--- config.mk ---
export PLATFORM = sky130hd
export DESIGN_NAME = wb_mem_arbiter
export DESIGN_NICKNAME = d
export VERILOG_FILES = /design/src/rtl/wb_mem_arbiter.sv
export SDC_FILE = /design/constraint.sdc
export NUM_CORES = 1
export LEC_CHECK = 0
export BUFFER_PORTS_ARGS = -buffer_cell sky130_fd_sc_hd__buf_2
export CAP_MARGIN = 10
export CORE_AREA = 10 10 115 117
export DETAILED_ROUTE_END_ITERATION = 8
export DIE_AREA = 0 0 125 127
export HOLD_SLACK_MARGIN = 0.05
export PLACE_DENSITY = 0.66
export SYNTH_ARGS = -nofsm -noshare
export SYNTH_HDL_FRONTEND = slang
export SYNTH_SLANG_ARGS = --single-unit
--- constraint.sdc ---
create_clock -name wb_clk_i -period 3 [get_ports wb_clk_i]
set_clock_uncertainty 0.1 [all_clocks]
set_input_delay 0.45 -clock wb_clk_i [delete_from_list [all_inputs] [get_ports wb_clk_i]]
set_output_delay 0.45 -clock wb_clk_i [all_outputs]
set_load 0.02 [all_outputs]
--- src/rtl/wb_mem_arbiter.sv ---
// Two-master (CPU, DMA) round-robin Wishbone arbiter in front of user-project memory.
// One transaction per grant, a dead DONE cycle after each, and a no-ack timeout that errors the master.
module wb_mem_arbiter #(
    parameter int AW      = 32,
    parameter int DW      = 32,
    parameter int TIMEOUT = 255,
    parameter int TW      = 8
) (
    input  logic          wb_clk_i,
    input  logic          wb_rst_n_i,
    input  logic          c_cyc_i,
    input  logic          c_stb_i,
    input  logic          c_we_i,
    input  logic [3:0]    c_sel_i,
    input  logic [AW-1:0] c_adr_i,
    input  logic [DW-1:0] c_dat_i,
    output logic [DW-1:0] c_dat_o,
    output logic          c_ack_o,
    output logic          c_err_o,
    input  logic          d_cyc_i,
    input  logic          d_stb_i,
    input  logic          d_we_i,
    input  logic [3:0]    d_sel_i,
    input  logic [AW-1:0] d_adr_i,
    input  logic [DW-1:0] d_dat_i,
    output logic [DW-1:0] d_dat_o,
    output logic          d_ack_o,
    output logic          d_err_o,
    output logic          m_cyc_o,
    output logic          m_stb_o,
    output logic          m_we_o,
    output logic [3:0]    m_sel_o,
    output logic [AW-1:0] m_adr_o,
    output logic [DW-1:0] m_dat_o,
    input  logic [DW-1:0] m_dat_i,
    input  logic          m_ack_i
);

    typedef enum logic [1:0] {IDLE, GNT_C, GNT_D, DONE} state_t;

    localparam logic [TW-1:0] TIMER_LAST = TW'(TIMEOUT - 1);

    state_t        r_state;
    logic          r_lastGrantDma;
    logic [TW-1:0] r_timer;

    logic w_cReq;
    logic w_dReq;
    logic w_cGnt;
    logic w_dGnt;
    logic w_grantedCyc;
    logic w_timeout;

    assign w_cReq       = c_cyc_i & c_stb_i;
    assign w_dReq       = d_cyc_i & d_stb_i;
    assign w_cGnt       = (r_state == GNT_C);
    assign w_dGnt       = (r_state == GNT_D);
    assign w_grantedCyc = (w_cGnt & c_cyc_i) | (w_dGnt & d_cyc_i);
    assign w_timeout    = (r_timer == TIMER_LAST);

    // Ack beats timeout in the same cycle; an aborted (cyc low) master sees neither.
    assign c_ack_o = w_cGnt & c_cyc_i & m_ack_i;
    assign d_ack_o = w_dGnt & d_cyc_i & m_ack_i;
    assign c_err_o = w_cGnt & c_cyc_i & ~m_ack_i & w_timeout;
    assign d_err_o = w_dGnt & d_cyc_i & ~m_ack_i & w_timeout;
    assign c_dat_o = w_cGnt ? m_dat_i : '0;
    assign d_dat_o = w_dGnt ? m_dat_i : '0;

    always_comb begin
        m_cyc_o = 1'b0;
        m_stb_o = 1'b0;
        m_we_o  = 1'b0;
        m_sel_o = '0;
        m_adr_o = '0;
        m_dat_o = '0;
        if (w_cGnt) begin
            m_cyc_o = w_cReq;
            m_stb_o = w_cReq;
            m_we_o  = c_we_i;
            m_sel_o = c_sel_i;
            m_adr_o = c_adr_i;
            m_dat_o = c_dat_i;
        end else if (w_dGnt) begin
            m_cyc_o = w_dReq;
            m_stb_o = w_dReq;
            m_we_o  = d_we_i;
            m_sel_o = d_sel_i;
            m_adr_o = d_adr_i;
            m_dat_o = d_dat_i;
        end
    end

    // Reset leaves last grant at DMA so the CPU wins the first tie.
    always_ff @(posedge wb_clk_i or negedge wb_rst_n_i) begin
        if (!wb_rst_n_i) begin
            r_state        <= IDLE;
            r_lastGrantDma <= 1'b1;
            r_timer        <= '0;
        end else begin
            case (r_state)
                IDLE: begin
                    r_timer <= '0;
                    if (w_cReq && (!w_dReq || r_lastGrantDma)) begin
                        r_state        <= GNT_C;
                        r_lastGrantDma <= 1'b0;
                    end else if (w_dReq) begin
                        r_state        <= GNT_D;
                        r_lastGrantDma <= 1'b1;
                    end
                end
                GNT_C, GNT_D: begin
                    if (!w_grantedCyc) begin
                        r_state <= IDLE;
                    end else if (m_ack_i || w_timeout) begin
                        r_state <= DONE;
                    end else begin
                        r_timer <= r_timer + 1'b1;
                    end
                end
                DONE: begin
                    r_state <= IDLE;
                end
                default: begin
                    r_state <= IDLE;
                end
            endcase
        end
    end

endmodule

======== After elaboration in Yosys (flattened, before gate mapping) ========
Cells that the tools add are included.
cells by class
  bitwise gates (word level) .............. 12
  reductions and logical operators ........ 11
  add/sub/neg operators ................... 1
  muxes and demuxes ....................... 22
  equality and inequality tests ........... 8
operators by type and width
  cell                                           count
  two-way mux 32 bit                             6
  two-way mux 8 bit                              2
  case mux 8 bit (2 select lines)                1
  bitwise AND 1 bit                              10
  adder 8 x 1 -> 8 bit, second input constant    1
  == test 8 bit, second input constant           1
  two-way mux 2 bit                              4
  two-way mux 4 bit                              2
  two-way mux 1 bit                              6
  != test 3 bit, second input constant           2
  case mux 2 bit (3 select lines)                1
  == test 2 bit, second input constant           2
  != test 2 bit, second input constant           2
  AND reduction 2 bit                            2
  nonzero test 2 bit                             2
  AND reduction 3 bit                            1
  == test 2 x 1 -> 1 bit, second input constant  1
  logical NOT 2 bit                              1
  logical OR 1 bit                               2
  OR reduction 2 bit                             1
  logical AND 1 bit                              1
  logical NOT 1 bit                              1
  inverter 1 bit                                 1
  bitwise OR 1 bit                               1
storage, ports and cells
  bits in registers ....................... 11
  output and inout bits ................... 139
  logic and storage cells ................. 57

======== Logic depth before layout (Yosys ltp) ========
Gate-level depths: netlist (run 1).
  depth after elaboration ................. 6
  mapped depth ............................ 8
  mapped depth without buffers ............ 6

======== Worst setup path before layout (run 1) ========
Ideal clock, no wire load.
  kind .................................... register to output
  start point ............................. register r_state[1]
  end point ............................... output port m_stb_o
  path slack .............................. 0.668 ns
  stages on the path, launching flop included .. 9
  arrival ................................. 1.782 ns
  cell sequence ........................... dfrtp_1 > inv_1 > ha_1 > buf_4 > clkbuf_1 > clkbuf_1 > nand3_1 > o21ai_0 > buf_4
on the way
  cells in the longest elaborated chain, start to end .. 3
  elaborated cells on any way between the ends .. 4
  those cells by class .................... eq/ne (2); mux (2)
ends and longest elaborated chain
  element                 RTL line  source
  from (decl)             43        state_t r_state;
  from (signal assigned)  96        r_state <= IDLE;
  from (signal assigned)  104       r_state <= GNT_C;
  from (signal assigned)  107       r_state <= GNT_D;
  == test 2 bit           57        assign w_dGnt = (r_state == GNT_D);
  two-way mux 1 bit       n/a
  two-way mux 1 bit (*)   n/a
  to (decl)               30        output logic m_stb_o,
Every way passes the cells marked *; elsewhere a longest branch is shown, timed or not.

======== Worst setup path in the final report (run 1) ========
  start point ............................. register r_state[1]
  end point ............................... output port m_dat_o[31]
on the way
  cells in the longest elaborated chain, start to end .. 3
  elaborated cells on any way between the ends .. 4
  those cells by class .................... eq/ne (2); mux (2)
ends and longest elaborated chain
  element                 RTL line  source
  == test 2 bit           57
  two-way mux 32 bit      83        end else if (w_dGnt) begin
  two-way mux 32 bit (*)  76        if (w_cGnt) begin
  to (decl)               34        output logic [DW-1:0] m_dat_o,
Marked as above.

==> results.md, run 1 <==
* Outcome: complete, no violations
* Area of the multi-input gates at 1480 um2
* Die X at 125 um
* WP depth at 5
* CTS root buffer: clkbuf_16
* Hold Crit Class: in -> reg
* Buf+Inv Stages, Crit Path at 3
* Period minus WS final at 2.62 ns
* FMAX at 0.382 GHz
* Metal2 WL at 6350 um
* Cts bufs inserted at 3
* Register Area at 277 um2
* M1 WL at 5800 um
* First-pass GRT wire length at 21,700 um
* WL/cell at 23.7 um
* DRT iter0 DRCs at 265
* Cells after Synth at 243
* Critical path's top delay family: buffers and inverters
* Cell row count at 39
* Hold Vio Cnt, Final at 0
* Total GRT Usage at 18.1%
* Number of max-cap violations at 0
* EDFF count, synth at 0
* CP Data Required Time at 2.45 ns
* Slack of the critical path at roughly 0.38 ns
* Most frequent cells in the layout: 315 x buf_2, 71 x a22o_1, 64 x and2_1
* Overflow after GRT at 0
* Die height at approximately 130 um
* Largest family of logic cells by synthesized area: compound AO/OA/AOI/OAI gates
* Die Area at 15,900 um2
* CTS Buffer Depth at 2
* Yosys warns at 0
* Reg2Reg Setup Slack at 0.69 ns
* TritonRoute pass-1 iters at 5
* Initial antenna violation count at 11
* Final setup fails at 0
* DP Wirelength at 14,400 um
* Seq/Total Area, Yosys at approximately 15%
* Hold slack final at 0.402 ns
* Dpl cell area at 3580 um2
* CP Capture Type: output pin
* Worst path slowest cell: ha_4
* Clock transition at path regs at 0.04 ns
* CTS tree: built
* Reg-to-Reg End: r_timer[5]
* Fin crit share at 87.2%
* VDD IR max at 0.376 mV
* Vias in the first global route at 2,999
* Via-to-Cell Ratio at 4.69
* Worst slew pin tran at 0.484 ns
* Max FO, Critical Path at 54
* Post-Synthesis Cell Area at 1880 um2
* Ys flop type: dfrtp_1
* Complex-gate fraction of the synthesized area at about two fifths
* Crit Path Class: reg -> out
* Port Buffer Count at 315
* #FFs+latches synth at 11
* Post-route design area at 3680 um2
* Reg2reg start: r_state[1]
* Pins over their slew limit at 0
* Synth Area in Adders at 3.33%
* Filler cells at 1,196
* Most common cell after layout, fill and taps aside: buf_2
* Util after Layout at 33.1%
* Share of post-route cells with drive strength above 1 at 60.9%
* Leakage power total at roughly 2.3 nW
* Worst setup endpoint: m_dat_o[31]
* Top Layer Used: met5
* Multiplexer share of the synthesized area at between 1 and 1.5%
* Post-synthesis xor/xnor area fraction at 0%
* Post-Synth Simple-Gate Area at 33.4%
* Power per cell area at around 900 nW/um2
* Relative slew slack at 67.7%
* DRC at 0
* WL final at 16,300 um
* H-Tree Level Count at 1
* Remaining antenna violation count at 0
* CTS Sinks at 11
* Area of the core at 11,100 um2
* Syn nets at between 400 and 500
* Mean Syn Cell Area at 7.72 um2
* Io pins at 316
* Setup crit start: r_state[1]
* Async set-reset flop share out of synthesis at 100%
* Routability Congestion at 0.995
* DP Worst Slack at between 0.6 and 0.7 ns
* Worst-Skew Late Latency at 0.24 ns
* Met3 WL at 3770 um
* Largest net degree at the start of global routing at 70
* Max stage delay on crit path at 0.46 ns
* Initial core utilization at 16.9%
* R2r worst-path depth at 6
* Nets at 723
* Area delta synth->final at 96.1%
* Setup TNS at 0 ns
* Vias at 3,220
* Crit path DAT at 2.07 ns
* CP startpoint kind: flop
* RSZ-0062 raised after global routing: false
* CP Cell Sequence: inv_1, ha_4, buf_12, a22o_1, buf_2
* Netlist cell types at 37
worst register-to-register path: stages, from the launching register on:
cell	delay (ns)
dfrtp_1	0.37
inv_1	0.13
ha_4	0.46
a22o_1	0.31
nand3b_2	0.20
o311a_1	0.37
a211o_1	0.26
flip-flops by register name, summed over array words and instances (netlist names):
register / cells
r_lastGrantDma: 1
r_state: 2
r_timer: 8
worst min path at each step:
stage / start / to / slack, ns / cells past startpoint
global route: d_stb_i / r_lastGrantDma / 0.44 / 3
CTS: d_stb_i / r_lastGrantDma / 0.40 / 3
finish: d_stb_i / r_lastGrantDma / 0.40 / 3
detailed placement: wb_rst_n_i / r_timer[1] / 0.25 / 1
floorplan: wb_rst_n_i / r_state[0] / 0.05 / 0
global placement: wb_rst_n_i / r_timer[1] / 0.24 / 1
area by class of cell:
type / instances / share of cell area, %
clock buffer: 4 / 2.14
tap: 143 / 4.86
timing repair buffer: 320 / 44.6
multi-input combinational: 201 / 40.3
inverter: 4 / 0.408
sequential: 11 / 7.51
antenna: 3 / 0.204
cells in the mapped netlist, types with 3 or more instances:
| cell | number | share of area (%) |
|---|---|---|
| buf_4 | 3 | 1.2 |
| ha_1 | 5 | 3.3 |
| nand2_1 | 16 | 3.2 |
| a22o_1 | 71 | 33 |
| and3_1 | 3 | 1.0 |
| and2_1 | 64 | 21 |
| dfrtp_1 | 10 | 13 |
| nand3_1 | 4 | 1.1 |
| clkbuf_1 | 21 | 4.2 |
| inv_1 | 4 | 0.80 |
| o21ai_0 | 4 | 1.1 |
| nor3_1 | 4 | 1.1 |
| a31oi_1 | 3 | 1.0 |
through the flow:
stage	instances	total power [W]
6_report	686	0.00330
4_1_cts	683	0.00330
2_1_floorplan	243	0.00193
3_3_place_gp	678	0.00304
5_1_grt	683	0.00351
3_5_place_dp	678	0.00304
repair_timing:
item,in CTS,in global routing
resized for setup,0,0
setup buffers,0,0
endpoints found under the hold margin,10,0
hold buffers,1,0
report_power, final:
part	leakage, nW	switching, W	internal, W
clock	0.0382	0.0000651	0.000178
combinational	2.11	0.00188	0.000979
sequential	0.147	0.0000194	0.000179
total	2.29	0.00196	0.00134
routing by layer:
metal | global-route usage [%] | up-vias
met5 | 0 | -
met4 | 3.32 | 8
met3 | 17.7 | 20
met2 | 23.5 | 237
met1 | 20.7 | 1447
li1 | - | 1508
cells by family (layout without fill, tap and decap cells):
group / Yosys count / after routing
AOI/OAI and AO/OA: 89 / 89
adders and majority gates: 5 / 5
buffers and inverters: 31 / 328
DFF: 11 / 11
muxes: 2 / 2
other: 0 / 3
and+or+nand+nor: 105 / 105
No activity file was read; power rests on OpenSTA's default activity.
==> run 2: changes to the inputs <==
==> constraint.sdc (replaced) <==
create_clock -name wb_clk_i -period 3 [get_ports wb_clk_i]
set_clock_uncertainty 0.1 [all_clocks]
set_input_delay 0.15 -clock wb_clk_i [delete_from_list [all_inputs] [get_ports wb_clk_i]]
set_output_delay 0.15 -clock wb_clk_i [all_outputs]
set_load 0.02 [all_outputs]
==> results.md, run 2 (synthesis gave the netlist of run 1 again) <==
* Via-to-Cell Ratio at 4.55
* Largest net degree at the start of global routing at 54
* Initial core utilization at approximately 17%
* Fin crit share at 74.9%
* Port Buffer Count at 315
* Registers with the most flip-flops: r_timer: 8 flops, r_state: 2 flops, r_lastGrantDma: 1 flops
* Relative slew slack at 65.3%
* Share of post-route cells with drive strength above 1 at 61.0%
* Reg2reg start: r_state[0]
* CP Cell Sequence: inv_1, ha_1, nor2b_4, buf_4, a22o_1, buf_2
* Most frequent cells in the layout: 315 x buf_2, 71 x a22o_1, 64 x and2_1
* Clock group share of total power at under 10%
* Post-route design area at 3660 um2
* Io pins at between 300 and 400
* Dpl cell area at 3570 um2
* Number of max-cap violations at 0
* FMAX at 0.445 GHz
* Clock transition at path regs at 0.04 ns
* CTS Buffer Depth at 2
* Pins over their slew limit at 0
* Final setup fails at 0
* WL final at 16,300 um
* WL/cell at 23.7 um
* Initial antenna violation count at 9
* Max reg flops at 8
* Max FO, Critical Path at 37
* Setup crit start: r_state[0]
* Reg with most FFs: r_timer
* Worst slew pin tran at ~0.52 ns
* DRC at 0
* Leakage power total at 2.29 nW
* DRT iter0 DRCs at 242
* H-Tree Level Count at 1
* Most common cell after layout, fill and taps aside: buf_2
* Nets at 724
* Hold Vio Cnt, Final at 0
* CTS Sinks at 11
* Die height at around 130 um
* Power per cell area at 894 nW/um2
* Die Area at 15,900 um2
* Max stage delay on crit path at 0.42 ns
* Hold Crit Class: in -> reg
* Worst path slowest cell: dfrtp_1
* Worst-Skew Late Latency at 0.24 ns
* Crit Path Class: reg -> out
* First-pass GRT wire length at 22,100 um
* DP Wirelength at 14,400 um
* RSZ-0062 raised after global routing: false
* Vias in the first global route at 2,992
* VDD IR max at 0.476 mV
* Area delta synth->final at 95.1%
* Critical path's top delay family: buffers and inverters
* Combinational share of power at 86.4%
* Sw frac at 60.1%
* CP startpoint kind: flop
* Cell row count at 39
* P_int at 0.00131 W
* Psw at 0.00197 W
* CP Data Required Time at 2.75 ns
* Total GRT Usage at roughly 18%
* Setup TNS at 0 ns
* Outcome: complete, no violations
* Slack of the critical path at around 0.75 ns
* HP Start: d_stb_i
* Die X at 125 um
* Vias at about 3,100
* CTS root buffer: clkbuf_16
* Flop pwr share at 6.0%
* Remaining antenna violation count at 0
* Overflow after GRT at 0
* DP Worst Slack at 0.951 ns
* Area of the core at 11,100 um2
* CP Capture Type: output pin
* CTS tree: built
* Crit path DAT at about 2 ns
* Cts bufs inserted at 3
* Power Total at 0.00327 W
* CTS resizes at 0
* Routability Congestion at 0.965
* TritonRoute pass-1 iters at 4
* Buf+Inv Stages, Crit Path at 3
* Period minus WS final at 2.25 ns
## run 2: cell types whose count changed in the layout (fill, tap and decap cells not counted)
cell / change
buf_12: -2
buf_4: +3
diode_2: -1
## run 2: final timing paths
check	to	depth (start not counted)	slack, ns
min in group asynchronous	r_timer[5]	2	0.21
max in group asynchronous	r_lastGrantDma	2	2.33
min	r_lastGrantDma	3	0.10
max	m_dat_o[27]	6	0.75
min reg2reg	r_timer[0]	1	0.42
max reg2reg	r_timer[5]	5	0.96
## run 2: cell type report
| class | count | area, um2 |
|---|---|---|
| fillers | 1191 | 7460 |
| repair buffers | 321 | 1620 |
| multi-input cells | 201 | 1480 |
| flip-flops and latches | 11 | 277 |
| well taps | 143 | 179 |
| clock buffers | 4 | 78.8 |
| inverters | 4 | 15.0 |
| diodes | 2 | 5.00 |
## run 2: worst min-delay path, cell delays in order
cell	delay, ns
buf_2	0.10
a31oi_1	0.07
nor2_1	0.08
## run 2: through the flow
stage / cells / utilization (%) / hold WS [ns]
2_1_floorplan: 243 / - / -0.246
3_3_place_gp: 679 / 32.1 / -0.0638
3_5_place_dp: 679 / 32.1 / -0.0587
4_1_cts: 684 / 32.9 / 0.100
5_1_grt: 684 / 32.9 / 0.120
6_report: 686 / 32.9 / 0.104
## run 2: power groups by stage
stage	Sequential (W)	Combinational, W	Clock [W]
floorplan	0.000194	0.00173	0
global placement	0.000199	0.00282	0
detailed placement	0.000200	0.00282	0
CTS	0.000198	0.00283	0.000250
global route	0.000203	0.00302	0.000268
finish	0.000198	0.00283	0.000246
## run 2: what timing repair did
item | in CTS | in global routing
hold buffers | 1 | 0
hold endpoints to repair | 11 | 0
buffers inserted | 0 | 0
## run 2: metal layers
| layer | global-route usage [%] | wire, um | part of all wire [%] |
|---|---|---|---|
| met1 | 22.5 | 6450 | 40 |
| met2 | 24.9 | 6600 | 41 |
| met3 | 14.9 | 3140 | 19 |
| met4 | 1.56 | 36 | 0.22 |
| met5 | 0 | 58 | 0.36 |
==> run 3: changes to the inputs <==
==> constraint.sdc (replaced) <==
create_clock -name wb_clk_i -period 2.1 [get_ports wb_clk_i]
set_clock_uncertainty 0.1 [all_clocks]
set_input_delay 0.105 -clock wb_clk_i [delete_from_list [all_inputs] [get_ports wb_clk_i]]
set_output_delay 0.105 -clock wb_clk_i [all_outputs]
set_load 0.02 [all_outputs]
==> results.md, run 3 (synthesis gave the netlist of run 1 again) <==
* TritonRoute pass-1 iters at 4
* Final setup fails at 0
* Die X at between 100 and 150 um
* Reg with most FFs: r_timer
* Area delta synth->final at 99.2%
* Initial core utilization at between 10% and 20%
* CTS Sinks at 11
* CP startpoint kind: flop
* Buf+Inv Stages, Crit Path at 3
* Crit path DAT at 1.79 ns
* VDD IR max at 0.488 mV
* Vias at roughly 3,100
* Via-to-Cell Ratio at 4.49
* Vias in the first global route at 3,030
* Port Buffer Count at 315
* Die Area at 15,900 um2
* DP Worst Slack at 0.189 ns
* Initial antenna violation count at 6
* H-Tree Level Count at 1
* Util after Layout at 33.6%
* Worst-Skew Late Latency at 0.24 ns
* Clock transition at path regs at 0.04 ns
* Leakage power total at 2.32 nW
* Total GRT Usage at a little under a fifth
* Max reg flops at 8
* Slack of the critical path at 0.107 ns
* CP Data Required Time at 1.89 ns
* Fin crit share at 94.9%
* DP Wirelength at 14,200 um
* Registers with the most flip-flops: r_timer: 8 flops, r_state: 2 flops, r_lastGrantDma: 1 flops
* Pins over their slew limit at 0
* Cts bufs inserted at 3
* Largest net degree at the start of global routing at 76
* First-pass GRT wire length at roughly 22,000 um
* CP Capture Type: output pin
* Most common cell after layout, fill and taps aside: buf_2
* Max stage delay on crit path at around 0.37 ns
* Relative slew slack at 78.2%
* Share of post-route cells with drive strength above 1 at around three fifths
* Period minus WS final at between 1.5 and 2 ns
* CTS root buffer: clkbuf_16
* WL final at 16,000 um
* Hold Vio Cnt, Final at 0
* Hold slack final at 0.109 ns
* CTS tree: built
* Area of the core at 11,100 um2
* Outcome: complete, no violations
* FMAX at 0.502 GHz
* Number of max-cap violations at 0
* Routability Congestion at 0.944
* Cell row count at 39
* Die height at 127 um
* Power per cell area at approximately 1300 nW/um2
* Hold Crit Class: in -> reg
* Critical path's top delay family: buffers and inverters
* Nets at between 700 and 800
* Remaining antenna violation count at 0
* Most frequent cells in the layout: 311 x buf_2, 71 x a22o_1, 64 x and2_1
* Max FO, Critical Path at 44
* RSZ-0062 raised after global routing: true
* DRT iter0 DRCs at 234
* Io pins at 316
* Crit Path Class: reg -> out
* Overflow after GRT at 0
* WL/cell at 23.1 um
* CTS Buffer Depth at 2
* Worst slew pin tran at 0.327 ns
* DRC at 0
* Number of setup buffers added after CTS at 0
* CP Cell Sequence: inv_1, ha_1, nor2b_4, buf_12, a22o_1, buf_2
* Worst path slowest cell: dfrtp_1
run 3: final cells by class:
class                      instances  area [um2]
clock buffer                       4        78.8
multi-input combinational        201        1480
timing repair buffer             325        1700
sequential                        11         277
antenna                            3        7.51
inverter                           4        15.0
tap                              143         179
fill                            1195        7390
run 3: path summary, 6_finish.rpt:
path,from,to,slack (ns),cells after the start
hold reg to reg,r_timer[0],r_timer[0],0.42,1
max in group asynchronous,wb_rst_n_i,r_lastGrantDma,1.48,2
setup reg to reg,r_state[1],r_timer[3],0.19,6
hold / removal,d_cyc_i,r_lastGrantDma,0.11,3
min in group asynchronous,wb_rst_n_i,r_timer[4],0.16,2
setup / recovery,r_state[0],m_dat_o[21],0.11,6
run 3: where the power goes:
part / switching, W / internal [W] / total, W
sequential: 0.0000209 / 0.000256 / 0.000277
clock: 0.0000958 / 0.000255 / 0.000351
combinational: 0.00275 / 0.00146 / 0.00420
run 3: layer usage:
layer	track usage (%)	vias to the layer above	part of all wire, %
met5	0	-	0.069
li1	-	1518	-
met4	1.76	2	0.48
met2	24.7	191	40
met3	18.0	9	21
met1	20.3	1382	38
run 3: worst register-to-register path: stages (launching register included):
cell     delay (ns)
dfrtp_1        0.37
inv_1          0.13
ha_4           0.19
a22o_1         0.23
and3b_1        0.28
a21oi_1        0.14
a211o_2        0.35
run 3: timing repair:
action                     4_1_cts  5_1_grt
gates resized for setup          0        6
setup endpoints to repair        0        4
hold endpoints to repair        12        0
hold buffers                     2        0
run 3: per-stage QoR:
| step | total power (W) | TNS, ns | area (um2) | instances |
|---|---|---|---|---|
| after floorplan | 0.00275 | 0 | 1880 | 243 |
| after global placement | 0.00444 | 0 | 3610 | 682 |
| after detailed placement | 0.00443 | 0 | 3610 | 682 |
| after CTS | 0.00481 | 0 | 3710 | 688 |
| after global routing | 0.00515 | -0.0413 | 3730 | 689 |
| final | 0.00483 | 0 | 3740 | 691 |
